$ cat src/rtl/lcd_pkg.sv
// lcd_pkg: shared FSM states, command word fields, timing defaults and the init ROM for lcd_ctrl
package lcd_pkg;
  typedef logic [2:0] state_t;
  localparam state_t ST_IDLE  = 3'd0;
  localparam state_t ST_SETUP = 3'd1;
  localparam state_t ST_PULSE = 3'd2;
  localparam state_t ST_HOLD  = 3'd3;
  localparam state_t ST_WAIT  = 3'd4;
  localparam state_t ST_PWRUP = 3'd5;
  localparam state_t ST_INIT  = 3'd6;
  localparam int ON_BIT   = 31;
  localparam int REQ_BIT  = 11;
  localparam int RS_BIT   = 9;
  localparam int DATA_MSB = 7;
  localparam int DATA_LSB = 0;
  localparam int T_SETUP_DEF = 2;
  localparam int T_EN_DEF    = 12;
  localparam int T_HOLD_DEF  = 1;
  localparam int T_EXEC_DEF  = 1850;
  localparam int T_CLEAR_DEF = 76000;
  localparam int T_PWRUP_DEF = 750000;
  localparam int INIT_LEN = 6;
  localparam logic [7:0] INIT_ROM [INIT_LEN] = '{8'h38, 8'h38, 8'h38, 8'h0C, 8'h01, 8'h06};
  function automatic logic is_clear(input logic rs, input logic [7:0] data);
    return !rs && (data == 8'h01 || data == 8'h02);
  endfunction
  function automatic int max2(input int a, input int b);
    return a > b ? a : b;
  endfunction
endpackage

$ cat src/rtl/lcd_if.sv
// lcd_if: LSU command/status word plus the HD44780 pin bundle driven by lcd_ctrl
interface lcd_if;
  logic [31:0] cmd;
  logic [31:0] status;
  logic        busy;
  logic        lcd_on;
  logic        lcd_en;
  logic        lcd_rs;
  logic        lcd_rw;
  logic [7:0]  lcd_data;
  modport master (output cmd, input status, busy, lcd_on, lcd_en, lcd_rs, lcd_rw, lcd_data);
  modport slave  (input cmd, output status, busy, lcd_on, lcd_en, lcd_rs, lcd_rw, lcd_data);
endinterface

$ cat src/rtl/lcd_timer.sv
// lcd_timer: loadable down-counter that parks at zero and flags it
module lcd_timer #(
  parameter int W = 8,
  parameter logic [W-1:0] RST_VAL = '0
) (
  input  logic         clk_i,
  input  logic         rst_ni,
  input  logic         load_i,
  input  logic [W-1:0] value_i,
  output logic         zero_o
);
  logic [W-1:0] cnt_q;
  // a load overrides counting; the count holds once it reaches zero
  always_ff @(posedge clk_i or negedge rst_ni)
    if (!rst_ni) cnt_q <= RST_VAL;
    else if (load_i) cnt_q <= value_i;
    else if (cnt_q != '0) cnt_q <= cnt_q - 1'b1;
  assign zero_o = cnt_q == '0;
endmodule

$ cat src/rtl/lcd_ctrl.sv
// lcd_ctrl: turns toggle-handshake LSU requests into timed HD44780 writes; LCD_INIT_EN adds power-up wait and init sequence
module lcd_ctrl import lcd_pkg::*; #(
  parameter int T_SETUP_CYC = T_SETUP_DEF,
  parameter int T_EN_CYC    = T_EN_DEF,
  parameter int T_HOLD_CYC  = T_HOLD_DEF,
  parameter int T_EXEC_CYC  = T_EXEC_DEF,
`ifdef LCD_INIT_EN
  parameter int T_PWRUP_CYC = T_PWRUP_DEF,
`endif
  parameter int T_CLEAR_CYC = T_CLEAR_DEF
) (
  input logic  clk_i,
  input logic  rst_ni,
  lcd_if.slave bus
);
  localparam int T_OP_MAX = max2(max2(max2(T_SETUP_CYC, T_EN_CYC), max2(T_HOLD_CYC, T_EXEC_CYC)), T_CLEAR_CYC);
`ifdef LCD_INIT_EN
  localparam int T_MAX = max2(T_OP_MAX, T_PWRUP_CYC);
`else
  localparam int T_MAX = T_OP_MAX;
`endif
  localparam int TW = $clog2(T_MAX + 1);
`ifdef LCD_INIT_EN
  localparam logic [TW-1:0] TMR_RST = TW'(T_PWRUP_CYC - 1);
  localparam logic BUSY_RST = 1'b1;
  localparam state_t ST_RST = ST_PWRUP;
  logic init_q;
  logic [2:0] idx_q;
`else
  localparam logic [TW-1:0] TMR_RST = '0;
  localparam logic BUSY_RST = 1'b0;
  localparam state_t ST_RST = ST_IDLE;
`endif
  state_t state_q;
  logic ack_q, busy_q, en_q, rs_q, on_q, ld, zero, pending;
  logic [7:0] data_q;
  logic [TW-1:0] val;
  logic unused_cmd;
  assign pending = bus.cmd[REQ_BIT] != ack_q;
  assign unused_cmd = ^{bus.cmd[30:12], bus.cmd[10], bus.cmd[8]};
  lcd_timer #(.W(TW), .RST_VAL(TMR_RST)) u_timer (
    .clk_i(clk_i), .rst_ni(rst_ni), .load_i(ld), .value_i(val), .zero_o(zero)
  );
  // reload the timer with the next state's length minus one whenever a timed state is entered
  always_comb begin
    ld = 1'b0;
    val = '0;
    case (state_q)
      ST_IDLE:  begin ld = pending; val = TW'(T_SETUP_CYC - 1); end
      ST_SETUP: begin ld = zero; val = TW'(T_EN_CYC - 1); end
      ST_PULSE: begin ld = zero; val = TW'(T_HOLD_CYC - 1); end
      ST_HOLD:  begin ld = zero; val = is_clear(rs_q, data_q) ? TW'(T_CLEAR_CYC - 1) : TW'(T_EXEC_CYC - 1); end
      ST_INIT:  begin ld = 1'b1; val = TW'(T_SETUP_CYC - 1); end
      default:  ;
    endcase
  end
  // write sequencer: accept, setup, enable pulse, hold, execution wait, then acknowledge
  always_ff @(posedge clk_i or negedge rst_ni)
    if (!rst_ni) begin
      state_q <= ST_RST;
      ack_q <= 1'b0;
      busy_q <= BUSY_RST;
      en_q <= 1'b0;
      rs_q <= 1'b0;
      data_q <= '0;
`ifdef LCD_INIT_EN
      init_q <= 1'b1;
      idx_q <= '0;
`endif
    end else begin
      case (state_q)
        ST_IDLE: if (pending) begin
          state_q <= ST_SETUP;
          busy_q <= 1'b1;
          rs_q <= bus.cmd[RS_BIT];
          data_q <= bus.cmd[DATA_MSB:DATA_LSB];
        end
        ST_SETUP: if (zero) begin
          state_q <= ST_PULSE;
          en_q <= 1'b1;
        end
        ST_PULSE: if (zero) begin
          state_q <= ST_HOLD;
          en_q <= 1'b0;
        end
        ST_HOLD: if (zero) state_q <= ST_WAIT;
        ST_WAIT: if (zero) begin
`ifdef LCD_INIT_EN
          if (init_q) begin
            if (idx_q == 3'(INIT_LEN - 1)) begin
              init_q <= 1'b0;
              busy_q <= 1'b0;
              state_q <= ST_IDLE;
            end else begin
              idx_q <= idx_q + 1'b1;
              state_q <= ST_INIT;
            end
          end else begin
            ack_q <= ~ack_q;
            busy_q <= 1'b0;
            state_q <= ST_IDLE;
          end
`else
          ack_q <= ~ack_q;
          busy_q <= 1'b0;
          state_q <= ST_IDLE;
`endif
        end
`ifdef LCD_INIT_EN
        ST_PWRUP: if (zero) state_q <= ST_INIT;
        ST_INIT: begin
          state_q <= ST_SETUP;
          rs_q <= 1'b0;
          data_q <= INIT_ROM[idx_q];
        end
`endif
        default: state_q <= ST_IDLE;
      endcase
    end
  // power/backlight follows the command word with one register stage, outside the sequencer
  always_ff @(posedge clk_i or negedge rst_ni)
    if (!rst_ni) on_q <= 1'b0;
    else on_q <= bus.cmd[ON_BIT];
  assign bus.busy = busy_q;
  assign bus.status = {30'b0, ack_q, busy_q};
  assign bus.lcd_on = on_q;
  assign bus.lcd_en = en_q;
  assign bus.lcd_rs = rs_q;
  assign bus.lcd_rw = 1'b0;
  assign bus.lcd_data = data_q;
endmodule
$ cat src/flat_wrapper.sv
// flat-port wrapper written by rule: the top's interface ports become plain ports
module lcd_ctrl_flat import lcd_pkg::*;
#(
  parameter int T_SETUP_CYC = T_SETUP_DEF,
  parameter int T_EN_CYC    = T_EN_DEF,
  parameter int T_HOLD_CYC  = T_HOLD_DEF,
  parameter int T_EXEC_CYC  = T_EXEC_DEF,

  parameter int T_CLEAR_CYC = T_CLEAR_DEF
)
  (clk_i, rst_ni, bus_cmd, bus_status, bus_busy, bus_lcd_on, bus_lcd_en, bus_lcd_rs, bus_lcd_rw, bus_lcd_data);
  lcd_if bus_i ();
  input logic clk_i;
  input logic rst_ni;
  input wire logic [$bits(bus_i.cmd)-1:0] bus_cmd;
  output wire logic [$bits(bus_i.status)-1:0] bus_status;
  output wire logic [$bits(bus_i.busy)-1:0] bus_busy;
  output wire logic [$bits(bus_i.lcd_on)-1:0] bus_lcd_on;
  output wire logic [$bits(bus_i.lcd_en)-1:0] bus_lcd_en;
  output wire logic [$bits(bus_i.lcd_rs)-1:0] bus_lcd_rs;
  output wire logic [$bits(bus_i.lcd_rw)-1:0] bus_lcd_rw;
  output wire logic [$bits(bus_i.lcd_data)-1:0] bus_lcd_data;
  assign bus_i.cmd = bus_cmd;
  assign bus_status = bus_i.status;
  assign bus_busy = bus_i.busy;
  assign bus_lcd_on = bus_i.lcd_on;
  assign bus_lcd_en = bus_i.lcd_en;
  assign bus_lcd_rs = bus_i.lcd_rs;
  assign bus_lcd_rw = bus_i.lcd_rw;
  assign bus_lcd_data = bus_i.lcd_data;
  lcd_ctrl #(.T_SETUP_CYC(T_SETUP_CYC), .T_EN_CYC(T_EN_CYC), .T_HOLD_CYC(T_HOLD_CYC), .T_EXEC_CYC(T_EXEC_CYC), .T_CLEAR_CYC(T_CLEAR_CYC)) u_core (.clk_i(clk_i), .rst_ni(rst_ni), .bus(bus_i));
endmodule
$ cat config.mk
export PLATFORM = sky130hd
export DESIGN_NAME = lcd_ctrl_flat
export DESIGN_NICKNAME = d
export VERILOG_FILES = /design/src/rtl/lcd_pkg.sv /design/src/rtl/lcd_if.sv /design/src/rtl/lcd_timer.sv /design/src/rtl/lcd_ctrl.sv /design/src/flat_wrapper.sv
export SDC_FILE = /design/constraint.sdc
export NUM_CORES = 1
export LEC_CHECK = 0
export CAP_MARGIN = 0
export CELL_PAD_IN_SITES_DETAIL_PLACEMENT = 0
export CELL_PAD_IN_SITES_GLOBAL_PLACEMENT = 2
export CORE_MARGIN = 2
export CORE_UTILIZATION = 24
export CTS_CLUSTER_SIZE = 30
export DETAILED_ROUTE_END_ITERATION = 16
export PLACE_DENSITY_LB_ADDON = 0.1
export SYNTH_ARGS = -nofsm -noshare
export SYNTH_HDL_FRONTEND = slang
export SYNTH_SLANG_ARGS = --single-unit
export TNS_END_PERCENT = 30
$ cat constraint.sdc
create_clock -name clk_i -period 2.55 [get_ports clk_i]
set_input_delay 0.6375 -clock clk_i [delete_from_list [all_inputs] [get_ports clk_i]]
set_output_delay 0.6375 -clock clk_i [all_outputs]
set_load 0.03 [all_outputs]
-- Word level (Yosys, flattened, before mapping)
Index checks and enable logic that the tools add are counted.
- register bits: 33
- bits in latches: 0
- RAM bits: 0
- memory bits (read-only): 0
- output and inout port bits: 45
- logic and storage cells: 55
- memories: 0
- add/subtract/negate cells: 1
- multipliers: 0
- divide/modulo/power cells: 0
- $lt $le $gt $ge: 0
- eq/ne operators: 13
- shift-type cells: 0
- multiplexer cells: 16
- bitwise logic cells: 1
- reductions and logical operators: 16
- operators by type and width (operator ; count):
    17-bit two-way mux ; 3
    17-bit case mux with 3 select lines ; 1
    17-bit logical NOT ; 1
    17-bit nonzero test ; 1
    17-bit by 1-bit subtractor with 17-bit output, second input constant ; 1
    3-bit two-way mux ; 5
    3-bit case mux with 5 select lines ; 1
    8-bit by 1-bit equality test with 1-bit output, second input constant ; 1
    8-bit by 2-bit equality test with 1-bit output, second input constant ; 1
    2-bit != test, second input constant ; 4
    3-bit by 2-bit equality test with 1-bit output, second input constant ; 2
    3-bit equality test, second input constant ; 2
    3-bit AND reduction ; 2
    2-bit nonzero test ; 3
    5-bit AND reduction ; 1
    1-bit case mux with 2 select lines ; 2
    2-bit AND reduction ; 2
    3-bit by 1-bit equality test with 1-bit output, second input constant ; 1
    3-bit logical NOT ; 1
    1-bit two-way mux ; 3
    1-bit case mux with 3 select lines ; 1
    3-bit OR reduction ; 1
    2-bit by 1-bit != test with 1-bit output, second input constant ; 1
    2-bit OR reduction ; 1
    5 further kinds ; 5

-- Longest topological paths before layout
- word-level depth: 6
- depth in mapped cells: 8

-- Hierarchy
A second synthesis with hierarchy kept.
- cell total of the unflattened synthesis: 209
- area, all modules: 2064.5 um^2
- by module, submodules not included (module ; instances ; cells each ; area an instance (um^2) ; seq. area each (um^2)):
    lcd_timer ; 1 ; 109 ; 1033.5 ; 425.4
    lcd_ctrl ; 1 ; 100 ; 1031.0 ; 400.4

-- Worst setup path before layout
No wires, ideal clock.
- kind: register to register
- start point: register u_core.u_timer.cnt_q[0]
- end point: register u_core.u_timer.cnt_q[14]
- library setup time: 0.078 ns
- data arrival time: 1.993 ns
- required time: 2.472 ns
- setup slack: 0.479 ns
- stages on the path, launching flop included: 8
- clock period less this slack: 2.071 ns
- path through: dfrtp_1 > inv_1 > ha_1 > or3b_1 > clkbuf_1 > or3_1 > or4_1 > a21oi_1
- cells in the longest elaborated chain, start to end: 3
- elaborated cells between the ends (all ways): 7
- RTL lines (element ; line ; source):
    start, declared ; lcd_timer.sv:12 ; logic [W-1:0] cnt_q;
    start signal, assigned ; lcd_timer.sv:16 ; else if (load_i) cnt_q <= value_i;
    start signal, assigned ; lcd_timer.sv:17 ; else if (cnt_q != '0) cnt_q <= cnt_q - 1'b1;
    17-bit by 1-bit subtractor with 17-bit output / 17-bit logical NOT (equally long branches) ; lcd_timer.sv:17, lcd_timer.sv:18 ;
    17-bit two-way mux / 1-bit case mux with 3 select lines (equally long branches) ; lcd_timer.sv:17, lcd_ctrl.sv:48 ;
    17-bit two-way mux / 2-bit nonzero test (equally long branches) ; -- ;
Parallel ways exist; a longest one is shown, timed or not. The select of a mux whose other input is x is not followed.
A chain may end at the register's enable or synchronous reset.

-- Final worst setup path
- start point: register u_core.u_timer.cnt_q[1]
- end point: register u_core.state_q[0]
- cells in the longest elaborated chain, start to end: 3
- elaborated cells between the ends (all ways): 6
- RTL lines (element ; line ; source):
    17-bit logical NOT (*) ; lcd_timer.sv:18 ; assign zero_o = cnt_q == '0;
    2-bit != test (no line) ; -- ;
    5-bit AND reduction (no line) (*) ; -- ;
    end signal, assigned ; lcd_ctrl.sv:60 ; state_q <= ST_RST;
    end signal, assigned ; lcd_ctrl.sv:73 ; state_q <= ST_SETUP;
    end signal, assigned ; lcd_ctrl.sv:79 ; state_q <= ST_PULSE;
    end, declared ; lcd_ctrl.sv:34 ; state_t state_q;
Every way passes the cells marked *; elsewhere a longest branch is shown, timed or not.

==> reports/qor.yml <==
grt:
  grt_pass1_wl_microns: 7630
  antenna_found_initial: 0
  grt_pass1_vias: 1533
  grt_max_degree: 34
  grt_overflow: 0
  grt_use_total_pct: 11.2
  gr-usage-met1_pct: 14.1
  gr-usage-met3_pct: 2.90
  top_usage_layer: "met2"
  use_met2_pct: 18.2
placed_design:
  globalplace.congestion: 0.682
  io_buffers: 26
  pre_cts_ws_ns: 0.120
  hpwlAfterDp_microns: 3160
  placed_area_sq_mm: 0.00223
power_and_ir_drop:
  leakage_nw: 0.950
  p_comb_share_pct: 8.9
  p_int_mw: 0.787
  p_switching_mw: 0.277
  p_clk_share_pct: 41.8
  powerDensity_mw_per_mm2: 456
  seqPwrFrac_pct: 49.3
  power_mw: 1.06
  ir_drop_mv: 0.136
  power_switching_share_pct: 26.0
logic_synthesis:
  ys_types: 44
  synth_seq_area_share_pct: 43.0
  yosysWarnings: 0
  synthSimpleGateAreaFrac_pct: 20.0
  yosys-top-cells-area: "dfrtp_1 43%, buf_4 13%, nand2_1 6.3%"
  synth_xor_xnor_area_share_pct: 6.39
  synth_edf_count: 0
  async_flop_share_pct: 100
  yosys_most_used_dff: "dfrtp_1"
  synth_fa_ha_area_share_pct: 1.30
  synth_top_family_by_area: "simple AND/OR/NAND/NOR gates"
  avgSynthCellArea_sq_um: 9.23
  netlist.area_leader.share_pct: 43.0
  synth_cells: 208
  ys_ff_latch: 33
  synth_mux_area_share_pct: 1.69
  synth_commonest_cells: "33 x buf_4, 33 x dfrtp_1, 32 x nand2_1"
  syn-cell-area_sq_mm: 0.00192
  yosys.area.top_type: "dfrtp_1"
  synth-compound-area-share_pct: 11.6
sta:
  period_needed_ns: 2.22
  hold_viol_final: 0
  max_freq_mhz: 451
  relSlewSlack_pct: 65.3
  setup_slack_ns: 0.331
  rsz0062_at_grt: "no"
  finalMaxSlewViolations: 0
  setup_viol: 0
  tns_ns: 0
  finClkSkew_ns: 0.00606
  period_share_pct: 87.0
  tightest_slew_ns: 0.514
drt:
  vias: 1443
  drc: 0
  routed_wl_microns: 4460
  drtPass1Iterations: 4
  ant_nets: 0
  via_per_inst: 4.19
  initialDrtViolationCount: 47
  avgRoutedWirePerCell_microns: 13.0
clock_tree:
  ctsResizeCount: 0
  cts-root-buf: "clkbuf_8"
  cts_htree_levels: 2
  cts_hold_buf: 0
  cts_setup_buffers: 0
  clock_latency_ns: 0.29
  clock_path_buffers: 2
  clock-sinks: 33
  cts_made_buffers: 5
  tritoncts: "built"
  path_clk_slew_ns: 0.07
job:
  maxCapViolations: 0
floorplanning:
  num_io_pins: 79
  row_count: 32
  dieArea_sq_mm: 0.00873
  start_util_pct: 24.8
  die_w_microns: 93.4
  die_h_microns: 93.4
  core_area_sq_mm: 0.00773
cells_and_area:
  final_net_count: 277
  final_util_pct: 30.2
  fin_area_sq_mm: 0.00233
  antennaDiodeCount: 0
  final_layout_size_suffix_gt1_share_pct: 10.3
  area_growth_pct: 21.4
worst_setup_path:
  ff2ff_setup_slack_ns: 0.33
  crit_path_end_kind: "flip-flop"
  critPathLaunchType: "flip-flop"
  crit_arrival_ns: 2.40
  cpMaxStageDelayCell: "and4_1"
  worstPathMaxFanout: 10
  slowest_delay_ns: 0.53
  path_cells: "inv_1, ha_1, nor4b_1, and4_1, buf_4, nand2_1, a221oi_1"
  required_ns: 2.74
  path_class: "flip-flop to flip-flop"
  path_buf_inv: 2
  crit_family: "simple AND/OR/NAND/NOR gates"
worst_hold_path:
  hold_path.class: "flip-flop to flip-flop"
run_status:
  outcome: "completed"
layout make-up:
class / count / area [sq um]
Clock buffer: 7 / 96.3
Sequential cell: 33 / 826
Clock inverter: 1 / 5.00
Fill cell: 842 / 5400
Timing Repair Buffer: 39 / 358
Inverter: 4 / 15.0
Multi-Input combinational cell: 158 / 903
Tap cell: 102 / 128
layer usage:
layer / up-vias / share of wire [%]
met5: - / 0
met4: 0 / 1.7
met3: 7 / 3.8
met2: 36 / 46
met1: 675 / 48
li1: 725 / -
cell usage in the layout, fill, tap and decap left out, types with 3 or more instances in the layout:
cell type	Yosys	routed
buf_4	33	13
clkbuf_8	0	7
or4_1	7	7
nor3_1	5	5
conb_1	1	31
nand2_1	32	32
inv_1	3	3
xor2_1	3	3
clkdlybuf4s50_1	0	26
dfrtp_1	33	33
o31ai_1	3	3
a21oi_1	7	7
o21ai_1	10	10
or3_1	4	4
xnor2_1	11	11
nor4_1	9	9
nand4_1	3	3
nor2_1	3	3
cells by family (layout without fill, tap and decap cells):
logic type      after synthesis  after routing
flops                        33             33
compound gates               34             34
fa+ha+maj                     2              2
other cells                   1             31
buf+inv                      47             51
mux                           3              3
xor+xnor                     14             14
simple gates                 74             74
power by group through the flow:
stage	Sequential, mW	Clock (mW)	Combinational (mW)
2_1_floorplan	0.536	0	0.0971
3_3_place_gp	0.534	0	0.0954
3_5_place_dp	0.534	0	0.0955
4_1_cts	0.524	0.471	0.0956
5_1_grt	0.524	0.496	0.101
6_report	0.524	0.445	0.0946
flip-flops by register name (all words and copies together), names as in the netlist:
signal / cells
u_core.ack_q: 1
u_core.bus.lcd_en: 1
u_core.bus.lcd_on: 1
u_core.state_q: 3
u_core.u_timer.cnt_q: 17
u_core.bus.lcd_data: 8
u_core.bus.lcd_rs: 1
u_core.bus.busy: 1
stage by stage:
step,instances,hold slack (ns)
after floorplan,238,0.342
after global placement,336,0.500
after detailed placement,336,0.497
after CTS,344,0.516
after global routing,344,0.531
final,344,0.509
worst min-delay path, delay by kind of cell (launching register included):
| family | cells | cell delay, ns |
|---|---|---|
| simple gates | 2 | 0.12 |
| flops | 1 | 0.37 |
worst paths after layout:
| check | from | to | cells past startpoint |
|---|---|---|---|
| max | u_core.u_timer.cnt_q[1] | u_core.state_q[0] | 7 |
| min | u_core.bus.lcd_rs | u_core.bus.lcd_rs | 2 |
| max reg2reg | u_core.u_timer.cnt_q[1] | u_core.state_q[0] | 7 |
| min reg2reg | u_core.bus.lcd_rs | u_core.bus.lcd_rs | 2 |
| max in group asynchronous | rst_ni | u_core.ack_q | 2 |
| min in group asynchronous | rst_ni | u_core.u_timer.cnt_q[14] | 2 |
(Power assumes the default switching activity.)
